$ cat src/rtl/adc_frame_capture_if.sv
// Bundle of control, ADC sample and FIFO write signals
// for the ADC frame capture block.
interface adc_frame_capture_if;
  logic        start;
  logic        abort;
  logic [7:0]  adc_din;
  logic        adc_valid;
  logic [7:0]  decim;
  logic        trig_en;
  logic [7:0]  trig_level;
  logic        fifo_full;
  logic        fifo_wr_en;
  logic [15:0] fifo_din;
  logic        busy;
  logic        done;
  logic        overflow;

  modport master (
    output start, abort, adc_din, adc_valid,
    output decim, trig_en, trig_level, fifo_full,
    input  fifo_wr_en, fifo_din, busy, done, overflow
  );

  modport slave (
    input  start, abort, adc_din, adc_valid,
    input  decim, trig_en, trig_level, fifo_full,
    output fifo_wr_en, fifo_din, busy, done, overflow
  );
endinterface

$ cat src/rtl/adc_frame_capture.sv
// Decimates, level-triggers and packs 8-bit ADC samples
// into 16-bit words, one frame of FRAME_WORDS per start.
module adc_frame_capture #(
  parameter int FRAME_WORDS = 1024,
  parameter int CNT_W       = 16
) (
  input  logic                clk,
  input  logic                rst_n,
  adc_frame_capture_if.slave  bus
);

  typedef enum logic [1:0] {
    S_IDLE,
    S_ARM,
    S_CAP,
    S_DONE
  } state_t;

  localparam logic [CNT_W-1:0] LAST =
    CNT_W'(FRAME_WORDS - 1);

  state_t           r_state;
  state_t           w_next;
  logic [7:0]       r_dmax;
  logic [7:0]       r_dcnt;
  logic             r_trig_en;
  logic [7:0]       r_lvl;
  logic [7:0]       r_prev;
  logic [7:0]       r_lo;
  logic             r_phase;
  logic [CNT_W-1:0] r_wcnt;
  logic             r_wr_en;
  logic [15:0]      r_dout;
  logic             r_ovf;

  logic w_run;
  logic w_acc;
  logic w_trig;
  logic w_cap_acc;
  logic w_word;
  logic w_last;
  logic w_start_ok;

  // Sample qualification and next-state decode
  always_comb begin
    w_run      = (r_state == S_ARM) || (r_state == S_CAP);
    w_acc      = w_run && bus.adc_valid && (r_dcnt == 8'd0);
    w_trig     = (r_state == S_ARM) && r_trig_en && w_acc &&
                 (r_prev < r_lvl) && (bus.adc_din >= r_lvl);
    w_cap_acc  = (r_state == S_CAP) && w_acc;
    w_word     = w_cap_acc && r_phase;
    w_last     = w_word && (r_wcnt == LAST);
    w_start_ok = bus.start &&
                 ((r_state == S_IDLE) || (r_state == S_DONE));
    w_next     = r_state;
    unique case (r_state)
      S_IDLE: if (bus.start) w_next = S_ARM;
      S_ARM:  if (!r_trig_en || w_trig) w_next = S_CAP;
      S_CAP:  if (w_last) w_next = S_DONE;
      S_DONE: if (bus.start) w_next = S_ARM;
      default: w_next = S_IDLE;
    endcase
    if (bus.abort) w_next = S_IDLE;
  end

  // State register
  always_ff @(posedge clk or negedge rst_n) begin
    if (!rst_n) r_state <= S_IDLE;
    else        r_state <= w_next;
  end

  // Decimation, trigger history, packing and FIFO write
  always_ff @(posedge clk or negedge rst_n) begin
    if (!rst_n) begin
      r_dmax    <= '0;
      r_dcnt    <= '0;
      r_trig_en <= 1'b0;
      r_lvl     <= '0;
      r_prev    <= '0;
      r_lo      <= '0;
      r_phase   <= 1'b0;
      r_wcnt    <= '0;
      r_wr_en   <= 1'b0;
      r_dout    <= '0;
      r_ovf     <= 1'b0;
    end else begin
      r_wr_en <= 1'b0;
      if (bus.abort) begin
        r_phase <= 1'b0;
        r_lo    <= '0;
      end else if (w_start_ok) begin
        r_dmax    <= (bus.decim == 8'd0) ? 8'd0
                                         : bus.decim - 8'd1;
        r_trig_en <= bus.trig_en;
        r_lvl     <= bus.trig_level;
        r_dcnt    <= '0;
        r_wcnt    <= '0;
        r_phase   <= 1'b0;
        r_ovf     <= 1'b0;
        r_prev    <= 8'hFF;
      end else begin
        if (w_run && bus.adc_valid)
          r_dcnt <= (r_dcnt >= r_dmax) ? 8'd0
                                       : r_dcnt + 8'd1;
        if (w_acc) r_prev <= bus.adc_din;
        if (w_trig) begin
          r_lo    <= bus.adc_din;
          r_phase <= 1'b1;
        end
        if (w_cap_acc && !r_phase) begin
          r_lo    <= bus.adc_din;
          r_phase <= 1'b1;
        end
        if (w_word) begin
          r_phase <= 1'b0;
          r_wcnt  <= r_wcnt + CNT_W'(1);
          if (bus.fifo_full) begin
            r_ovf <= 1'b1;
          end else begin
            r_wr_en <= 1'b1;
            r_dout  <= {bus.adc_din, r_lo};
          end
        end
      end
    end
  end

  assign bus.fifo_wr_en = r_wr_en;
  assign bus.fifo_din   = r_dout;
  assign bus.busy       = (r_state == S_ARM) ||
                          (r_state == S_CAP);
  assign bus.done       = (r_state == S_DONE);
  assign bus.overflow   = r_ovf;

endmodule

$ cat src/flat_wrapper.sv
// flat-port wrapper written by rule: the top's interface ports become plain ports
module adc_frame_capture_flat 
#(
  parameter int FRAME_WORDS = 1024,
  parameter int CNT_W       = 16
)
  (clk, rst_n, bus_start, bus_abort, bus_adc_din, bus_adc_valid, bus_decim, bus_trig_en, bus_trig_level, bus_fifo_full, bus_fifo_wr_en, bus_fifo_din, bus_busy, bus_done, bus_overflow);
  adc_frame_capture_if bus_i ();
  input  logic clk;
  input  logic rst_n;
  input wire logic [$bits(bus_i.start)-1:0] bus_start;
  input wire logic [$bits(bus_i.abort)-1:0] bus_abort;
  input wire logic [$bits(bus_i.adc_din)-1:0] bus_adc_din;
  input wire logic [$bits(bus_i.adc_valid)-1:0] bus_adc_valid;
  input wire logic [$bits(bus_i.decim)-1:0] bus_decim;
  input wire logic [$bits(bus_i.trig_en)-1:0] bus_trig_en;
  input wire logic [$bits(bus_i.trig_level)-1:0] bus_trig_level;
  input wire logic [$bits(bus_i.fifo_full)-1:0] bus_fifo_full;
  output wire logic [$bits(bus_i.fifo_wr_en)-1:0] bus_fifo_wr_en;
  output wire logic [$bits(bus_i.fifo_din)-1:0] bus_fifo_din;
  output wire logic [$bits(bus_i.busy)-1:0] bus_busy;
  output wire logic [$bits(bus_i.done)-1:0] bus_done;
  output wire logic [$bits(bus_i.overflow)-1:0] bus_overflow;
  assign bus_i.start = bus_start;
  assign bus_i.abort = bus_abort;
  assign bus_i.adc_din = bus_adc_din;
  assign bus_i.adc_valid = bus_adc_valid;
  assign bus_i.decim = bus_decim;
  assign bus_i.trig_en = bus_trig_en;
  assign bus_i.trig_level = bus_trig_level;
  assign bus_i.fifo_full = bus_fifo_full;
  assign bus_fifo_wr_en = bus_i.fifo_wr_en;
  assign bus_fifo_din = bus_i.fifo_din;
  assign bus_busy = bus_i.busy;
  assign bus_done = bus_i.done;
  assign bus_overflow = bus_i.overflow;
  adc_frame_capture #(.FRAME_WORDS(FRAME_WORDS), .CNT_W(CNT_W)) u_core (.clk(clk), .rst_n(rst_n), .bus(bus_i));
endmodule
$ cat config.mk
export PLATFORM = sky130hd
export DESIGN_NAME = adc_frame_capture_flat
export DESIGN_NICKNAME = d
export VERILOG_FILES = /design/src/rtl/adc_frame_capture_if.sv /design/src/rtl/adc_frame_capture.sv /design/src/flat_wrapper.sv
export SDC_FILE = /design/constraint.sdc
export NUM_CORES = 1
export LEC_CHECK = 0
export ABC_CLOCK_PERIOD_IN_PS = 5000
export CAP_MARGIN = 10
export CORE_MARGIN = 2
export CORE_UTILIZATION = 60
export CTS_CLUSTER_DIAMETER = 150
export CTS_CLUSTER_SIZE = 14
export DETAILED_ROUTE_END_ITERATION = 16
export GPL_TIMING_DRIVEN = 0
export PLACE_DENSITY = 0.85
export SETUP_SLACK_MARGIN = 0.5
export SLEW_MARGIN = 20
export SYNTH_ARGS = -nofsm -noshare
export SYNTH_HDL_FRONTEND = slang
export SYNTH_SLANG_ARGS = --single-unit
$ cat constraint.sdc
create_clock -name clk -period 5 [get_ports clk]
set_clock_uncertainty 0.2 [all_clocks]
set_input_delay 1 -clock clk [delete_from_list [all_inputs] [get_ports clk]]
set_output_delay 1 -clock clk [all_outputs]
set_load 0.05 [all_outputs]
## Yosys cells after proc, flatten, opt, wreduce, memory -nomap -nowiden

Index checks and enable logic that the tools add are counted.

| storage, ports and cells | value |
|---|---|
| register bits after elaboration | 78 |
| input port bits | 31 |
| output and inout bits | 20 |
| logic and storage cells | 92 |

| operators by class | value |
|---|---|
| $add $sub $neg | 3 |
| magnitude comparators | 3 |
| eq/ne operators | 8 |
| multiplexer cells | 29 |
| bitwise operators | 3 |
| reduce and logical (&&, ||, !) cells | 34 |

Operators with widths:

| kind | number |
|---|---|
| $mux W8 | 10 |
| $mux W16 | 2 |
| $add A16 B1 Y16 const B | 1 |
| $eq A16 B10 Y1 const B | 1 |
| $ge A8 B8 Y1 | 2 |
| $logic_not A8 Y1 | 2 |
| $mux W1 | 12 |
| $logic_and A1 B1 Y1 | 11 |
| $reduce_and A2 Y1 | 5 |
| $add A8 B1 Y8 const B | 1 |
| $lt A8 B8 Y1 | 1 |
| $mux W2 | 4 |
| $reduce_bool A2 Y1 | 4 |
| $sub A8 B1 Y8 const B | 1 |
| $pmux W2 S3 | 1 |
| $reduce_and A3 Y1 | 2 |
| $reduce_bool A5 Y1 | 1 |
| $eq A2 B2 Y1 const B | 2 |
| $reduce_and A4 Y1 | 1 |
| $logic_or A1 B1 Y1 | 3 |
| $ne A3 B1 Y1 const B | 1 |
| $ne A3 B2 Y1 const B | 1 |
| $ne A3 B3 Y1 const B | 1 |
| $not A1 Y1 | 3 |
| 6 further kinds | 7 |

## Depth between registers and ports, before layout

| depth | value |
|---|---|
| word-level depth | 12 |
| mapped depth | 10 |
| gate-level depth less buffers | 8 |

## Least setup slack after synthesis

OpenSTA, ideal clock, no wires.

| timing | value |
|---|---|
| path kind | input to register |
| start point | in bus_adc_valid |
| end point | reg u_core.r_dout[12], in the netlist u_core.bus.fifo_din[12] |
| setup time | 0.125 ns |
| arrival | 2.517 ns |
| required time | 4.675 ns |
| slack | 2.159 ns |
| stages on the path | 6 |
| buffers on the path | 1 |
| cell sequence | nand2b_1 > nor3_1 > nand2_2 > nor4b_4 > buf_6 > mux2_2 |

| between the ends | value |
|---|---|
| cells in the longest elaborated chain, start to end | 5 |

Ends and longest elaborated chain:

| what | RTL line | source |
|---|---|---|
| start, declared | flat_wrapper.sv:14 | `input wire logic [$bits(bus_i.adc_valid)-1:0] bus_adc_valid;` |
| $logic_and A1 B1 Y1 (2 in series) | adc_frame_capture.sv:47 | `w_acc = w_run && bus.adc_valid && (r_dcnt == 8'd0);` |
| $logic_and A1 B1 Y1 | adc_frame_capture.sv:50 | `w_cap_acc = (r_state == S_CAP) && w_acc;` |
| $logic_and A1 B1 Y1 | adc_frame_capture.sv:51 | `w_word = w_cap_acc && r_phase;` |
| $reduce_and A4 Y1 (no source line) | n/a |  |
| end signal, assigned | adc_frame_capture.sv:121 | `r_dout <= {bus.adc_din, r_lo};` |
| end, declared | adc_frame_capture.sv:33 | `logic [15:0] r_dout;` |

Every way passes these cells.
A chain may end at the register's enable or synchronous reset.

## Worst setup path in the final report

| timing | value |
|---|---|
| start point | reg u_core.r_state[0] |
| end point | out bus_busy |

| between the ends | value |
|---|---|
| cells in the longest elaborated chain, start to end | 2 |
| elaborated cells between the ends (all ways) | 3 |
| those cells by class | 2 x eq/ne; 1 x reduce/logical |

Ends and longest elaborated chain:

| what | RTL line | source |
|---|---|---|
| start, declared | adc_frame_capture.sv:22 | `state_t r_state;` |
| start signal, assigned | adc_frame_capture.sv:69 | `else r_state <= w_next;` |
| $eq A2 B1 Y1 or $eq A2 B2 Y1 (tied branches) | adc_frame_capture.sv:130, adc_frame_capture.sv:131 |  |
| $logic_or A1 B1 Y1 (*) | adc_frame_capture.sv:130 | `assign bus.busy = (r_state == S_ARM) \|\|` |
| end, declared | flat_wrapper.sv:21 | `output wire logic [$bits(bus_i.busy)-1:0] bus_busy;` |

Mark *: on every way between the ends. The rest lies on a longest branch, timed or not.

==> results.yml <==
global_routing:
  met2_usage: 0.407
  grt_max_degree: 47
  grtUsageMet3: 0.0673
  grt_pass1_vias: 3135
  grtUsageMet1: 0.329
  overflow: 0
  grt_pass1_wl_microns: 14800
  antenna_found_initial: 0
  track_usage: 0.251
  top_usage_layer: "met2"
cts:
  clockBufferDepth: 2
  htree_levels: 3
  cts-resized-gates: 0
  cts_tree: "done"
  path_clk_slew_ns: 0.08
  cts_buffers: 9
  clock_sinks: 78
  root_buffer: "clkbuf_8"
  post-cts-setup-buffer-count: 0
  insertion_delay_ns: 0.36
  ctsHoldBuffers: 0
timing:
  slew_violations: 0
  max_freq_mhz: 300
  tns_ns: 0
  finalHoldViolCount: 0
  tightest_slew_ns: 0.865
  hold_ws_ns: 0.292
  fin_ws_ns: 1.66
  setup_viol: 0
  period_minus_slack_ns: 3.34
  grt_setup_unrepaired: "no"
  maxSlewHeadroom: 0.422
  timing.final.crit_share: 0.667
critical_path:
  worst-path-buf-inv: 3
  crit_required_ns: 3.80
  worstPathMaxFanout: 6
  timing.critical_path.mode_cell: "inv_1"
  cp-end-kind: "output port"
  crit_arrival_ns: 2.14
  critPathMaxStageDelay_ns: 0.81
  start_kind: "flip-flop"
  cp_top_family: "buffers and inverters"
  crit_chain: "inv_1, ha_1, inv_1, clkdlybuf4s50_1"
  cp_slowest_cell: "clkdlybuf4s50_1"
  crit_type: "flip-flop to output port"
floorplanning:
  initial_core_util: 0.616
  die_h_microns: 87.3
  die_x_microns: 87.3
  pin_count: 51
  design.core.area_sq_um: 6760
  fp.dieArea_sq_um: 7620
  rows: 30
drt:
  vias_per_cell: 5.72
  wl_microns: 8690
  dr_total_vias: 3237
  wl_per_cell_microns: 15.4
  detail-route-antenna-nets: 0
  drc: 0
  firstDrtPassIters: 4
  first_iter_violations: 202
yosys:
  synth.avg_cell_area_sq_um: 9.94
  synth_seq_cells: 78
  synth_edf_count: 0
  synthArstFlopShare: 1.00
  synth_nets: 481
  ys.flop_type: "dfrtp_1"
  yosysUniqueCellTypes: 45
  synthCells: 419
  netlist_area_sq_um: 4160
  seq_area_frac_synth: 0.469
  yosysWarningCount: 0
placed_design:
  placed_cells: 550
  placed_area_sq_um: 4790
  dpl.hpwl_microns: 6360
  io_buffers: 50
  routabilityCongestion: 0.856
  place_ws_ns: 1.34
finish:
  nNetsFinal: 543
  layout-drive-gt1-share: 0.0947
  layout_commonest_cell: "dfrtp_1"
  postLayoutCellArea_sq_um: 4970
  diodes: 0
  layout.cells.non_filler: 566
  final_cell_mix: "dfrtp_1, nor2_1, clkdlybuf4s50_1"
  area_growth_pct: 19.5
pwr:
  powerDensity_nw_per_um2: 416
  p_comb_frac: 0.375
  p_int_w: 0.00126
  swShare: 0.392
  vdd_ir_drop_max_mv: 0.293
  p_leak_nw: 2.33
  pwr-share-clk: 0.217
  p_sw_w: 0.000811
  seqPwrFrac: 0.407
run_status:
  run_status: "completed"
min_path:
  hold_path.class: "flip-flop to flip-flop"
run:
  maxCapViolations: 0
-- worst reg2reg max path: cells and delay by family, from the launching register on --
kind          cells  cell delay (ns)
simple gates      4             1.58
fa+ha+maj         1             0.17
flops             1             0.42
mux               1             0.35
buf+inv           2             0.35
-- kinds of logic (layout without fill, tap and decap cells) --
group / Yosys count / after routing / synth area share
and+or+nand+nor: 153 / 153 / 0.180
DFF: 78 / 78 / 0.469
AOI/OAI and AO/OA: 61 / 61 / 0.0989
buffers and inverters: 48 / 115 / 0.0454
adders and majority gates: 31 / 31 / 0.0931
muxes: 28 / 28 / 0.0721
xor gates and xnor gates: 20 / 20 / 0.0421
-- routing by layer --
| layer | up-vias | share of wire |
|---|---|---|
| li1 | 1570 | - |
| met1 | 1566 | 0.45 |
| met2 | 85 | 0.49 |
| met3 | 16 | 0.049 |
| met4 | 0 | 0.018 |
| met5 | - | 0 |
-- synthesized netlist by cell type, types with 3 or more instances --
master	instances	area share
o22ai_1	5	0.0075
a21oi_1	14	0.017
o21ai_0	17	0.020
ha_1	31	0.093
nand3_1	12	0.014
or4_1	4	0.0072
nand2b_1	4	0.0060
inv_1	37	0.033
nand4_1	9	0.014
and2_1	3	0.0045
nand2_1	40	0.036
mux2_2	16	0.043
xnor2_1	11	0.023
xor2_1	9	0.019
and3_1	6	0.0090
clkbuf_1	9	0.0081
nor4_1	6	0.0090
nor3_1	5	0.0060
a22o_1	4	0.0084
a21o_1	5	0.0090
nor2_1	52	0.047
mux2i_1	12	0.029
dfrtp_1	78	0.47
-- metrics by stage --
step | power (W) | utilization
final | 0.00207 | 0.736
after global routing | 0.00222 | 0.736
after CTS | 0.00208 | 0.736
after detailed placement | 0.00162 | 0.709
after global placement | 0.00157 | 0.705
after floorplan | 0.00138 | -
-- cell type report --
cell class	instances	area (sq um)
fillers	497	1780
clock buffers	9	124
well taps	80	100
repair buffers	51	526
multi-input cells	293	2020
plain buffers	11	50.0
clock inverters	7	61.3
flip-flops and latches	78	1950
inverters	37	139
-- worst paths after layout --
| path | from | endpoint | slack, ns | depth (start not counted) |
|---|---|---|---|---|
| worst min register to register | u_core.r_dmax[6] | u_core.r_dmax[6] | 0.29 | 2 |
| min in group asynchronous | rst_n | u_core.r_lvl[3] | 0.37 | 1 |
| worst max-delay path | u_core.r_state[0] | bus_busy | 1.66 | 4 |
| worst min-delay path | u_core.r_dmax[6] | u_core.r_dmax[6] | 0.29 | 2 |
| max in group asynchronous | rst_n | u_core.r_state[1] | 3.65 | 2 |
| worst max register to register | u_core.r_dcnt[0] | u_core.bus.fifo_din[13] | 1.83 | 8 |
-- state kept, by name (all words and copies together) (netlist names) --
name and count:
u_core.r_wcnt 16, u_core.r_state 2, u_core.r_dcnt 8, u_core.r_dmax 8
u_core.r_trig_en 1, u_core.r_phase 1, u_core.r_prev 8, u_core.r_lvl 8
u_core.bus.fifo_din 16, u_core.bus.fifo_wr_en 1, u_core.bus.overflow 1, u_core.r_lo 8
-- power groups by stage --
| stage | Sequential, W | Clock, W | Combinational, W |
|---|---|---|---|
| global placement | 0.000846 | 0 | 0.000724 |
| floorplan | 0.000844 | 0 | 0.000541 |
| finish | 0.000843 | 0.000450 | 0.000777 |
| global route | 0.000855 | 0.000486 | 0.000881 |
| CTS | 0.000843 | 0.000458 | 0.000778 |
| detailed placement | 0.000853 | 0 | 0.000768 |
Note: power is estimated with default switching activity, not from simulation.
